<file path="src/rtl/mips16_pkg.sv">
// mips16_pkg: opcodes, instruction field positions and hazard FSM encoding for the 16-bit MIPS decode stage.
package mips16_pkg;
    localparam logic [2:0] OP_RTYPE = 3'b000;
    localparam logic [2:0] OP_ADDI  = 3'b001;
    localparam logic [2:0] OP_LW    = 3'b010;
    localparam logic [2:0] OP_SW    = 3'b011;
    localparam logic [2:0] OP_BEQ   = 3'b100;
    localparam int OP_HI = 15;
    localparam int OP_LO = 13;
    localparam int RS_HI = 12;
    localparam int RS_LO = 10;
    localparam int RT_HI = 9;
    localparam int RT_LO = 7;
    localparam int RD_HI = 6;
    localparam int RD_LO = 4;
    typedef enum logic [1:0] {RUN = 2'd0, FLUSH = 2'd1, FREEZE = 2'd2} hz_state_e;
    function automatic logic uses_rt(input logic [2:0] op);
        return op == OP_RTYPE || op == OP_SW || op == OP_BEQ;
    endfunction
endpackage

</file>
<file path="src/rtl/decode_hazard_ctrl_if.sv">
// decode_hazard_ctrl_if: decode-stage control inputs and pipeline enable outputs.
interface decode_hazard_ctrl_if #(parameter int CNT_W = 16);
    logic             id_valid;
    logic [15:0]      id_instr;
    logic             id_reg_write;
    logic             id_mem_read;
    logic             id_reg_dst;
    logic             ex_branch_taken;
    logic             mem_wait;
    logic             pc_write_en;
    logic             ifid_write_en;
    logic             ifid_flush;
    logic             idex_bubble;
    logic [1:0]       hz_state;
    logic [CNT_W-1:0] stall_cycles;
    modport master (
        output id_valid, id_instr, id_reg_write, id_mem_read, id_reg_dst, ex_branch_taken, mem_wait,
        input  pc_write_en, ifid_write_en, ifid_flush, idex_bubble, hz_state, stall_cycles
    );
    modport slave (
        input  id_valid, id_instr, id_reg_write, id_mem_read, id_reg_dst, ex_branch_taken, mem_wait,
        output pc_write_en, ifid_write_en, ifid_flush, idex_bubble, hz_state, stall_cycles
    );
endinterface

</file>
<file path="src/rtl/hazard_scoreboard.sv">
// hazard_scoreboard: per-register pending-write counters for r1..r7 with two busy read ports; r0 is never busy.
module hazard_scoreboard #(
    parameter int LOAD_LAT = 1,
    parameter int ALU_LAT  = 0
) (
    input  logic       clk,
    input  logic       rst_n,
    input  logic       hold,
    input  logic       issue,
    input  logic       is_load,
    input  logic [2:0] dest,
    input  logic [2:0] rs,
    input  logic [2:0] rt,
    output logic       rs_busy,
    output logic       rt_busy
);
    logic [7:0] busy;
    logic [1:0] lat;
    assign lat = is_load ? 2'(LOAD_LAT) : 2'(ALU_LAT);
    assign busy[0] = 1'b0;
    for (genvar g = 1; g < 8; g++) begin : g_ent
        logic [1:0] cnt;
        // an issue to this register wins over the per-cycle countdown
        always_ff @(posedge clk or negedge rst_n)
            if (!rst_n) cnt <= '0;
            else if (!hold) cnt <= (issue && dest == 3'(g)) ? lat : cnt - {1'b0, busy[g]};
        assign busy[g] = cnt != 2'd0;
    end
    assign rs_busy = busy[rs];
    assign rt_busy = busy[rt];
endmodule

</file>
<file path="src/rtl/decode_hazard_ctrl.sv">
// decode_hazard_ctrl: decode-stage sequencer for load-use stalls, branch squash and memory-wait freeze.
module decode_hazard_ctrl
    import mips16_pkg::*;
#(
    parameter int LOAD_LAT     = 1,
    parameter int ALU_LAT      = 0,
    parameter int FLUSH_CYCLES = 2,
    parameter int CNT_W        = 16
) (
    input logic                 clk,
    input logic                 rst_n,
    decode_hazard_ctrl_if.slave bus
);
    localparam int FW = $clog2(FLUSH_CYCLES + 1);
    hz_state_e state, state_n, saved, saved_n, cur;
    logic [FW-1:0] cnt, cnt_n;
    logic [CNT_W-1:0] stall_q;
    logic [2:0] op, rs, rt, dest;
    logic rs_busy, rt_busy, hazard, squash, issue;
    logic pc_we, ifid_we, flush, bubble;
    logic unused_imm;
    assign unused_imm = ^bus.id_instr[RD_LO-1:0];
    assign op   = bus.id_instr[OP_HI:OP_LO];
    assign rs   = bus.id_instr[RS_HI:RS_LO];
    assign rt   = bus.id_instr[RT_HI:RT_LO];
    assign dest = bus.id_reg_dst ? bus.id_instr[RD_HI:RD_LO] : rt;
    // on the cycle mem_wait drops, behave as the state that was frozen
    assign cur    = state == FREEZE ? saved : state;
    assign hazard = bus.id_valid & (rs_busy | (uses_rt(op) & rt_busy));
    assign squash = bus.ex_branch_taken | (cur == FLUSH);
    assign issue  = ~bus.mem_wait & bus.id_valid & ~hazard & ~squash & bus.id_reg_write & (dest != 3'd0);
    hazard_scoreboard #(.LOAD_LAT(LOAD_LAT), .ALU_LAT(ALU_LAT)) u_sb (
        .clk     (clk),
        .rst_n   (rst_n),
        .hold    (bus.mem_wait),
        .issue   (issue),
        .is_load (bus.id_mem_read),
        .dest    (dest),
        .rs      (rs),
        .rt      (rt),
        .rs_busy (rs_busy),
        .rt_busy (rt_busy)
    );
    always_comb begin
        state_n = cur;
        saved_n = saved;
        cnt_n   = cnt;
        pc_we   = 1'b1;
        ifid_we = 1'b1;
        flush   = 1'b0;
        bubble  = 1'b0;
        if (bus.mem_wait) begin
            state_n = FREEZE;
            saved_n = cur;
            pc_we   = 1'b0;
            ifid_we = 1'b0;
        end else if (squash) begin
            flush   = 1'b1;
            bubble  = 1'b1;
            state_n = bus.ex_branch_taken ? (FLUSH_CYCLES > 1 ? FLUSH : RUN) : (cnt > FW'(1) ? FLUSH : RUN);
            cnt_n   = bus.ex_branch_taken ? FW'(FLUSH_CYCLES - 1) : (cnt > FW'(1) ? cnt - FW'(1) : '0);
        end else if (hazard) begin
            pc_we   = 1'b0;
            ifid_we = 1'b0;
            bubble  = 1'b1;
        end
    end
    always_ff @(posedge clk or negedge rst_n)
        if (!rst_n) begin
            state   <= RUN;
            saved   <= RUN;
            cnt     <= '0;
            stall_q <= '0;
        end else begin
            state   <= state_n;
            saved   <= saved_n;
            cnt     <= cnt_n;
            stall_q <= (!pc_we && stall_q != '1) ? stall_q + 1'b1 : stall_q;
        end
    assign bus.pc_write_en   = pc_we;
    assign bus.ifid_write_en = ifid_we;
    assign bus.ifid_flush    = flush;
    assign bus.idex_bubble   = bubble;
    assign bus.hz_state      = state;
    assign bus.stall_cycles  = stall_q;
endmodule

</file>
<file path="src/flat_wrapper.sv">
// flat-port wrapper written by rule: the top's interface ports become plain ports
module decode_hazard_ctrl_flat import mips16_pkg::*;
#(
    parameter int LOAD_LAT     = 1,
    parameter int ALU_LAT      = 0,
    parameter int FLUSH_CYCLES = 2,
    parameter int CNT_W        = 16
)
  (clk, rst_n, bus_id_valid, bus_id_instr, bus_id_reg_write, bus_id_mem_read, bus_id_reg_dst, bus_ex_branch_taken, bus_mem_wait, bus_pc_write_en, bus_ifid_write_en, bus_ifid_flush, bus_idex_bubble, bus_hz_state, bus_stall_cycles);
  decode_hazard_ctrl_if #(.CNT_W(CNT_W)) bus_i ();
  input logic clk;
  input logic rst_n;
  input wire logic [$bits(bus_i.id_valid)-1:0] bus_id_valid;
  input wire logic [$bits(bus_i.id_instr)-1:0] bus_id_instr;
  input wire logic [$bits(bus_i.id_reg_write)-1:0] bus_id_reg_write;
  input wire logic [$bits(bus_i.id_mem_read)-1:0] bus_id_mem_read;
  input wire logic [$bits(bus_i.id_reg_dst)-1:0] bus_id_reg_dst;
  input wire logic [$bits(bus_i.ex_branch_taken)-1:0] bus_ex_branch_taken;
  input wire logic [$bits(bus_i.mem_wait)-1:0] bus_mem_wait;
  output wire logic [$bits(bus_i.pc_write_en)-1:0] bus_pc_write_en;
  output wire logic [$bits(bus_i.ifid_write_en)-1:0] bus_ifid_write_en;
  output wire logic [$bits(bus_i.ifid_flush)-1:0] bus_ifid_flush;
  output wire logic [$bits(bus_i.idex_bubble)-1:0] bus_idex_bubble;
  output wire logic [$bits(bus_i.hz_state)-1:0] bus_hz_state;
  output wire logic [$bits(bus_i.stall_cycles)-1:0] bus_stall_cycles;
  assign bus_i.id_valid = bus_id_valid;
  assign bus_i.id_instr = bus_id_instr;
  assign bus_i.id_reg_write = bus_id_reg_write;
  assign bus_i.id_mem_read = bus_id_mem_read;
  assign bus_i.id_reg_dst = bus_id_reg_dst;
  assign bus_i.ex_branch_taken = bus_ex_branch_taken;
  assign bus_i.mem_wait = bus_mem_wait;
  assign bus_pc_write_en = bus_i.pc_write_en;
  assign bus_ifid_write_en = bus_i.ifid_write_en;
  assign bus_ifid_flush = bus_i.ifid_flush;
  assign bus_idex_bubble = bus_i.idex_bubble;
  assign bus_hz_state = bus_i.hz_state;
  assign bus_stall_cycles = bus_i.stall_cycles;
  decode_hazard_ctrl #(.LOAD_LAT(LOAD_LAT), .ALU_LAT(ALU_LAT), .FLUSH_CYCLES(FLUSH_CYCLES), .CNT_W(CNT_W)) u_core (.clk(clk), .rst_n(rst_n), .bus(bus_i));
endmodule
</file>
<file path="config.mk">
export PLATFORM = sky130hd
export DESIGN_NAME = decode_hazard_ctrl_flat
export DESIGN_NICKNAME = d
export VERILOG_FILES = /design/src/rtl/mips16_pkg.sv /design/src/rtl/decode_hazard_ctrl_if.sv /design/src/rtl/hazard_scoreboard.sv /design/src/rtl/decode_hazard_ctrl.sv /design/src/flat_wrapper.sv
export SDC_FILE = /design/constraint.sdc
export NUM_CORES = 1
export LEC_CHECK = 0
export CORE_MARGIN = 2
export CORE_UTILIZATION = 60
export CTS_CLUSTER_SIZE = 40
export DETAILED_ROUTE_END_ITERATION = 7
export DONT_BUFFER_PORTS = 1
export MAX_ROUTING_LAYER = met4
export PLACE_DENSITY_LB_ADDON = 0.1
export SYNTH_ARGS = -nofsm -noshare
export SYNTH_HDL_FRONTEND = slang
export SYNTH_SLANG_ARGS = --single-unit
export TNS_END_PERCENT = 50
</file>
<file path="constraint.sdc">
create_clock -name clk -period 3.3 [get_ports clk]
set_input_delay 0.66 -clock clk [delete_from_list [all_inputs] [get_ports clk]]
set_output_delay 0.66 -clock clk [all_outputs]
set_load 0.1 [all_outputs]
</file>
---- After elaboration in Yosys (flattened, before gate mapping) ----
Index checks and enable logic that the tools add are counted.
storage, ports and cells
  register bits after elaboration ......... 36
  latch bits .............................. 0
  RAM bits ................................ 0
  memory bits (read-only) ................. 0
  bits of input ports ..................... 24
  output and inout port bits .............. 22
  logic and storage cells ................. 96
  memories ................................ 0
operators by class
  add/subtract/negate cells ............... 9
  multiply operators ...................... 0
  div/mod/pow operators ................... 0
  order comparisons ....................... 3
  equal/unequal tests ..................... 12
  shift-type cells ........................ 0
  multiplexer cells ....................... 28
  bitwise gates (word level) .............. 12
  reductions and logical operators ........ 21
operators by type and width
  operator                                                                         number
  2-bit two-way mux                                                                13
  16-bit by 1-bit adder with 16-bit output, second input constant                  1
  16-bit inequality test, second input constant                                    1
  3-bit equality test, second input constant                                       5
  2-bit nonzero test                                                               7
  2-bit by 1-bit subtractor with 2-bit output                                      7
  1-bit two-way mux                                                                12
  3-bit by 2-bit equality test with 1-bit output, second input constant            3
  1-bit logical AND                                                                8
  3-bit by 4-bit less-than comparator with 1-bit output, second input constant     2
  1-bit bitwise AND                                                                7
  1-bit binary-select mux with 3-bit select                                        2
  3-bit by 1-bit equality test with 1-bit output, second input constant            1
  3-bit zero test                                                                  1
  3-bit two-way mux                                                                1
  1-bit inverter                                                                   3
  3-bit nonzero test                                                               1
  2-bit by 1-bit equality test with 1-bit output, second input constant            1
  2-bit equality test, second input constant                                       1
  2-bit by 1-bit greater-than comparator with 1-bit output, second input constant  1
  1-bit logical OR                                                                 2
  1-bit OR                                                                         2
  2-bit AND reduction                                                              1
  2-bit by 1-bit subtractor with 2-bit output, second input constant               1
  1-bit zero test                                                                  1

---- Logic depth before layout (Yosys ltp) ----
Gate-level depths: netlist (run 1).
  depth after elaboration ................. 13
  gate-level depth with buffers ........... 8
  gate-level depth less buffers ........... 7

---- Modules after synthesis ----
A second synthesis (run 1) with hierarchy kept.
second synthesis, totals
  cells, all modules ...................... 206
  area, all modules ....................... 2,039.5 um2
by module, submodules not included
  module              instances  cells each  area an instance (um2)
  decode_hazard_ctrl  1          115         1,192.4
  hazard_scoreboard   1          91          847.1

---- Worst setup path after synthesis (run 1) ----
OpenSTA, ideal clock, no wires.
  path kind ............................... flip-flop to output port
  start point ............................. reg u_core.state[1], in the netlist u_core.bus.hz_state[1]
  end point ............................... out bus_idex_bubble
  data arrival time ....................... 3.111 ns
  required time ........................... 2.640 ns
  path slack .............................. -0.471 ns
  stages on the path, launching flop included .. 4
  buffers on the path ..................... 0
  path through ............................ dfrtp_1 > nor4bb_1 > nor3_1 > a21oi_1
on the way
  word-level cells in the longest chain between the ends .. 6
ends and longest elaborated chain
  element                                           RTL line                  source
  from (decl)                                       decode_hazard_ctrl.sv:15  hz_state_e state, state_n, saved, saved_n, cur;
  from (signal assigned)                            decode_hazard_ctrl.sv:75  state <= state_n;
  2-bit equality test                               decode_hazard_ctrl.sv:28  assign cur = state == FREEZE ? saved : state;
  2-bit two-way mux *                               decode_hazard_ctrl.sv:28
  2-bit by 1-bit equality test with 1-bit output *  decode_hazard_ctrl.sv:30  assign squash = bus.ex_branch_taken | (cur == FLUSH);
  1-bit OR *                                        decode_hazard_ctrl.sv:30
  1-bit two-way mux *                               decode_hazard_ctrl.sv:57  end else if (squash) begin
  1-bit two-way mux *                               decode_hazard_ctrl.sv:52  if (bus.mem_wait) begin
  to (decl)                                         flat_wrapper.sv:23        output wire logic [$bits(bus_i.idex_bubble)-1:0] bus_idex_bubble;
Every way passes the cells marked *; elsewhere a longest branch is shown, timed or not.

---- Worst setup path after layout (run 1) ----
  start point ............................. reg u_core.u_sb.g_ent[7].cnt[1]
  end point ............................... out bus_idex_bubble
on the way
  word-level cells in the longest chain between the ends .. 9
  elaborated cells on any way between the ends .. 11
  classes of those cells .................. 7 x mux; 3 x bitwise; 1 x reduce/logical
ends and longest elaborated chain
  element                                    RTL line                  source
  from (decl)                                hazard_scoreboard.sv:22   logic [1:0] cnt;
  from (signal assigned)                     hazard_scoreboard.sv:26   else if (!hold) cnt <= (issue && dest == 3'(g)) ? lat : cnt - {1'b0, busy[g]};
  2-bit nonzero test *                       hazard_scoreboard.sv:27   assign busy[g] = cnt != 2'd0;
  1-bit binary-select mux with 3-bit select  hazard_scoreboard.sv:30   assign rt_busy = busy[rt];
  1-bit two-way mux (not written as such)    hazard_scoreboard.sv:30
  1-bit bitwise AND                          decode_hazard_ctrl.sv:29  assign hazard = bus.id_valid & (rs_busy | (uses_rt(op) & rt_busy));
  1-bit OR *                                 decode_hazard_ctrl.sv:29
  1-bit bitwise AND *                        decode_hazard_ctrl.sv:29
  1-bit two-way mux *                        decode_hazard_ctrl.sv:62  end else if (hazard) begin
  1-bit two-way mux *                        decode_hazard_ctrl.sv:57
  1-bit two-way mux *                        decode_hazard_ctrl.sv:52
Every way passes the cells marked *; elsewhere a longest branch is shown, timed or not. The select of a mux whose other input is x is not followed.

==> reports/qor.yml, run 1 <==
status: "finished clean"
dr.pass1.iters: 4
rsz0062_at_grt: "no"
avgSynthCellArea_sq_um: 10.3
place_ws_ps: 505
syn_area_sq_um: 2210
ff2ff_path_depth: 7
synth_common_cells: "36 x dfrtp_1, 14 x nor2_1, 12 x xor2_1"
crit_path_start_kind: "flop"
rows: 22
maxSlewHeadroom_pct: 59.0
place_hpwl_mm: 3.56
numCtsBuffers: 5
async_flop_share_pct: 100
crit_path_max_fanout: 8
coreArea_sq_um: 3610
synthCells: 214
finClkSkew_ps: 7.01
cp-endpoint: "bus_idex_bubble"
setup_viol: 0
pin_count: 46
synth.yosys.warnings: 0
grtUsageTotal_pct: 24.2
clockBufferDepth: 2
grt_pass1_vias: 1702
antenna_found_initial: 0
netlist.top_cell.by_area: "dfrtp_1"
drive_gt1_share_pct: 23.7
r2r_start: "u_core.bus.hz_state[1]"
finalWirelength_mm: 4.57
fin_worst_hold_slack_ps: 70.5
portBuffers: 0
fp.dieW_microns: 64.8
maxCapViolCount: 0
viasPerCell: 6.14
p_leak_nw: 1.09
ys_ff_latch: 36
hold_viol: 0
worstPathArrival_ps: 2340
place_congestion: 1.00
ff2ff_setup_slack_ps: 720
drt_iter0_drc: 109
synthDistinctLibCells: 53
worstReg2RegEnd: "u_core.bus.stall_cycles[14]"
avgRoutedWirePerCell_microns: 16.1
clock_sinks: 36
netlist_top_cells_area: "dfrtp_1 41%, xor2_1 4.7%, nor3_2 4.1%, a221o_1 3.2%, nor2b_1 2.8%"
synth_edf_count: 0
vias: 1744
cts_tree: "done"
initial_utilization_pct: 61.4
worstPathRequired_ps: 2640
holdBufCountCts: 0
ir_worst_vdd_v: 0.000447
detail-route-antenna-nets: 0
diodes: 0
grt_max_degree: 37
fmaxAchievable_mhz: 333
worstSetupStartpoint: "u_core.u_sb.g_ent[7].cnt[1]"
crit_type: "flop to output pin"
drc: 0
cp-end-kind: "output pin"
synth.most_common_cell: "dfrtp_1"
cts_resized: 0
fin_nets: 261
drv_slew: 0
postCtsSetupRepairBufs: 0
clock_latency_ps: 280
synth-main-ff-cell: "dfrtp_1"
htree_num_levels: 2
area_growth_pct: 12.7
dieArea_sq_um: 4190
setup_ws_ps: 298
min_period_ps: 3000
fillers: 290
fin_crit_sh_pct: 91.0
cts_root_buf: "clkbuf_8"
grt-ovfl-total: 0
hold_class: "input pin to asynchronous set/reset pin"
path_clk_slew_ps: 70
grt_pass1_wl_mm: 7.62
ys_seq_area_share_pct: 40.7
netlist.area_leader.share_pct: 40.7
worstMarginPinSlew_ps: 613
fp.dieH_microns: 64.8
p_per_area_nw_per_um2: 737
syn-num-nets: 239
cell usage in the layout (no fill, tap or decap), types with 2 or more instances in the layout:
master	instances
nor3_1	5
nor2b_1	10
or2_1	4
a221o_1	7
nand4_1	8
and2_1	2
a21oi_1	6
o31ai_1	3
nor4_2	3
o21a_1	8
o21ai_0	7
nand2_1	11
inv_1	10
nor3_2	9
nor2_2	2
buf_4	22
nor4b_1	7
clkbuf_8	5
nand3_1	7
nor2_1	13
nor4b_4	2
xor2_1	12
and3_1	2
o32ai_1	4
dfrtp_1	36
mux2i_1	2
flip-flops by register name, summed over array words and instances (netlist names):
name	flops
u_core.bus.stall_cycles	16
u_core.u_sb.g_ent.cnt	14
u_core.bus.hz_state	2
u_core.cnt	2
u_core.saved	2
worst min path at each step:
stage / cells past startpoint / slack (ps) / endpoint
after floorplan: 0 / 360 / u_core.bus.hz_state[0]
after global placement: 0 / 370 / u_core.u_sb.g_ent[1].cnt[0]
after detailed placement: 0 / 370 / u_core.u_sb.g_ent[1].cnt[0]
after CTS: 0 / 60 / u_core.bus.stall_cycles[12]
after global routing: 0 / 50 / u_core.u_sb.g_ent[6].cnt[1]
final: 0 / 70 / u_core.bus.stall_cycles[13]
metrics by stage:
stage	utilization (%)	total power, W	setup TNS [ps]	area [sq um]	instances
finish	69.2	0.00184	0	2500	284
CTS	69.2	0.00185	0	2500	284
global route	69.2	0.00192	0	2500	284
global placement	67.1	0.00155	0	2420	277
floorplan	-	0.00138	-43.0	2220	214
detailed placement	67.1	0.00157	0	2420	277
cell families (layout without fill, tap and decap cells):
group | count (synthesis) | count (layout) | synth area share (%)
AO/OA/AOI/OAI | 46 | 46 | 17.1
buffers and inverters | 18 | 40 | 3.90
multiplexers | 6 | 6 | 3.62
AND/OR/NAND/NOR | 95 | 95 | 29.4
flip-flops | 36 | 36 | 40.7
XOR/XNOR | 12 | 12 | 4.75
adder cells (fa/ha/maj) | 1 | 1 | 0.565
where the power goes:
group | leakage, nW | total [W] | switching [W] | internal [W]
Combinational | 0.589 | 0.00100 | 0.000797 | 0.000204
Clock | 0.0410 | 0.000285 | 0.000142 | 0.000143
Sequential | 0.455 | 0.000554 | 0.0000319 | 0.000522
metal layers:
layer	part of all wire, %	track usage (%)
met1	44	29.1
met2	49	39.4
met3	5.8	7.64
met4	1.2	6.38
met5	0	-
layout make-up:
type,instances,area (sq um),share of cell area (%)
clock buffer,6,72.6,2.91
clock inverter,1,5.00,0.201
inverter,10,37.5,1.50
multi-input combinational,160,1230,49.5
sequential,36,901,36.1
tap,48,60.1,2.41
timing repair buffer,23,185,7.42
critical path: stages (launching register included):
cell	delay, ps
dfrtp_1	390
or2_1	270
mux4_2	530
o22a_4	300
o21ai_0	240
a21oi_2	90
buf_4	250
Note: power is estimated with default switching activity, not from simulation.
==> run 2: changes to the inputs <==
==> constraint.sdc (replaced) <==
create_clock -name clk -period 3.3 [get_ports clk]
set_input_delay 0.495 -clock clk [delete_from_list [all_inputs] [get_ports clk]]
set_output_delay 0.495 -clock clk [all_outputs]
set_load 0.1 [all_outputs]
==> run 2 against run 1 <==
  * Combinational power about the same
  * Via count grew 3.8%
  * Sequential power hardly changed
  * Flip-flop and latch count did not move
  * Highest routed layer unchanged
  * Critical endpoint is now bus_pc_write_en
  * Count of clock-buffer cells in the layout unchanged
  * Total power rose by 5.7%
  * Clock skew fell by 1.8 ps
  * Fmax fell by 1.4%
==> reports/qor.yml, run 2 (synthesized netlist as in run 1, its figures left out) <==
min_period_ps: 3040  # +41.4 ps
antenna_found_initial: 0  # unchanged
cp-end-kind: "output pin"
crit_type: "flop to output pin"
rsz0062_at_grt: "no"
crit_path_start_kind: "flop"
finalWirelength_mm: 4.93  # +7.7%
layout_common_cells: "36 x dfrtp_1, 21 x buf_4, 13 x nor2_1, 12 x xor2_1, 11 x nand2_1"
p_per_area_nw_per_um2: 766  # +3.9%
layout_commonest_cell: "dfrtp_1"
stdcell_count: 285  # +0.35%
worstMarginPinSlew_ps: 666  # +52.9 ps
stdcell_area_sq_um: 2540  # +1.7%
clock_latency_ps: 280  # about the same
detail-route-antenna-nets: 0  # unchanged
place_congestion: 0.897  # -11%
pin_count: 46  # unchanged
rows: 22  # unchanged
fmaxAchievable_mhz: 329  # -1.4%
coreArea_sq_um: 3610  # unchanged
place_ws_ps: 571  # +66.6 ps
fin_nets: 261  # unchanged
crit_path_max_fanout: 17  # +9
fp.dieW_microns: 64.8  # unchanged
cts_root_buf: "clkbuf_8"
dpl_cell_area_sq_um: 2410  # -0.31%
path_clk_slew_ps: 70  # about the same
drt_iter0_drc: 155  # +42%
dieArea_sq_um: 4190  # unchanged
drc: 0  # unchanged
dr.pass1.iters: 5  # +1
fp.dieH_microns: 64.8  # unchanged
fin_tns_setup_ps: 0  # unchanged
grt_pass1_wl_mm: 8.38  # +10%
clockBufferDepth: 2  # unchanged
maxCapViolCount: 0  # unchanged
worstPathArrival_ps: 2550  # +210 ps
status: "finished clean"
drive_gt1_share_pct: 24.1  # +0.32 points
maxSlewHeadroom_pct: 55.0  # -4.0 points
setup_ws_ps: 257  # -41.4 ps
grtUsageTotal_pct: 26.6  # +2.4 points
drv_slew: 0  # unchanged
htree_num_levels: 2  # unchanged
fin_worst_hold_slack_ps: 34.7  # -35.8 ps
grt_pass1_vias: 1841  # +8.2%
largest_reg_flops: 16  # unchanged
vias: 1811  # +3.8%
viasPerCell: 6.35  # +3.5%
worstPathRequired_ps: 2800  # +160 ps
diodes: 0  # unchanged
cts_tree: "done"
area_growth_pct: 14.6
clock_sinks: 36  # unchanged
numCtsBuffers: 5  # unchanged
finClkSkew_ps: 5.26  # -1.75 ps
grt_max_degree: 37  # unchanged
hold_class: "input pin to asynchronous set/reset pin"
place_hpwl_mm: 3.73  # +4.9%
portBuffers: 0  # unchanged
dp_cells: 276  # -0.36%
ir_worst_vdd_v: 0.000470  # +5.1%
p_leak_nw: 1.10  # +1.7%
fin_crit_sh_pct: 92.2  # +1.3 points
avgRoutedWirePerCell_microns: 17.3  # +7.3%
setup_viol: 0  # unchanged
grt-ovfl-total: 0  # unchanged
postCtsSetupRepairBufs: 0  # unchanged
initial_utilization_pct: 61.4  # unchanged
hold_viol: 0  # unchanged
==> run 2: cell types whose count changed in the layout (fill, tap and decap cells not counted) <==
cell	before	now
buf_4	22	21
bufinv_16	0	1
buf_12	1	2
==> run 2: layer usage <==
| metal | GRT usage, % | share of wire, % | vias to the layer above |
|---|---|---|---|
| li1 | - | - | 854 |
| met1 | 31.9 | 41 | 884 |
| met2 | 43.4 | 51 | 63 |
| met3 | 7.99 | 7.1 | 10 |
| met4 | 7.98 | 1.2 | 0 |
| met5 | - | 0 | - |
==> run 2: path summary, 6_finish.rpt <==
path / start / end / slack (ps) / depth (start not counted)
worst max register to register: u_core.bus.hz_state[1] / u_core.bus.stall_cycles[14] / 750 / 6
worst max-delay path: u_core.u_sb.g_ent[7].cnt[1] / bus_pc_write_en / 260 / 5
max in group asynchronous: rst_n / u_core.u_sb.g_ent[7].cnt[0] / 3080 / 1
worst min register to register: u_core.u_sb.g_ent[3].cnt[1] / u_core.u_sb.g_ent[3].cnt[1] / 500 / 1
min in group clk: bus_mem_wait / u_core.bus.hz_state[0] / 270 / 1
worst min-delay path: rst_n / u_core.bus.stall_cycles[10] / 30 / 1
==> run 2: repair_timing <==
item / 4_1_cts / 5_1_grt
resized for setup: 0 / 0
hold buffers: 1 / 0
hold endpoints to repair: 36 / 0
==> run 2: layout make-up <==
cell class,instances,area [sq um]
multi-input combinational,160,1230
fill,281,1070
clock inverter,2,35.0
sequential,36,901
inverter,10,37.5
clock buffer,6,72.6
timing repair buffer,23,198
tap,48,60.1
==> run 2: worst max-delay path, cell delays in order (launching register included) <==
cell and delay, ps:
dfrtp_1 400, or2_1 290, mux4_2 540, o221ai_2 200, o311a_2 520, buf_12 310
==> run 2: through the flow <==
stage	power [W]	utilization (%)
finish	0.00194	70.4
global route	0.00203	70.4
CTS	0.00195	70.4
detailed placement	0.00157	66.9
global placement	0.00155	66.9
floorplan	0.00138	-
==> run 2: power breakdown <==
group	internal [W]	switching [W]	total (W)
registers	0.000522	0.0000333	0.000555
clock network	0.000224	0.000154	0.000378
logic	0.000205	0.000806	0.00101
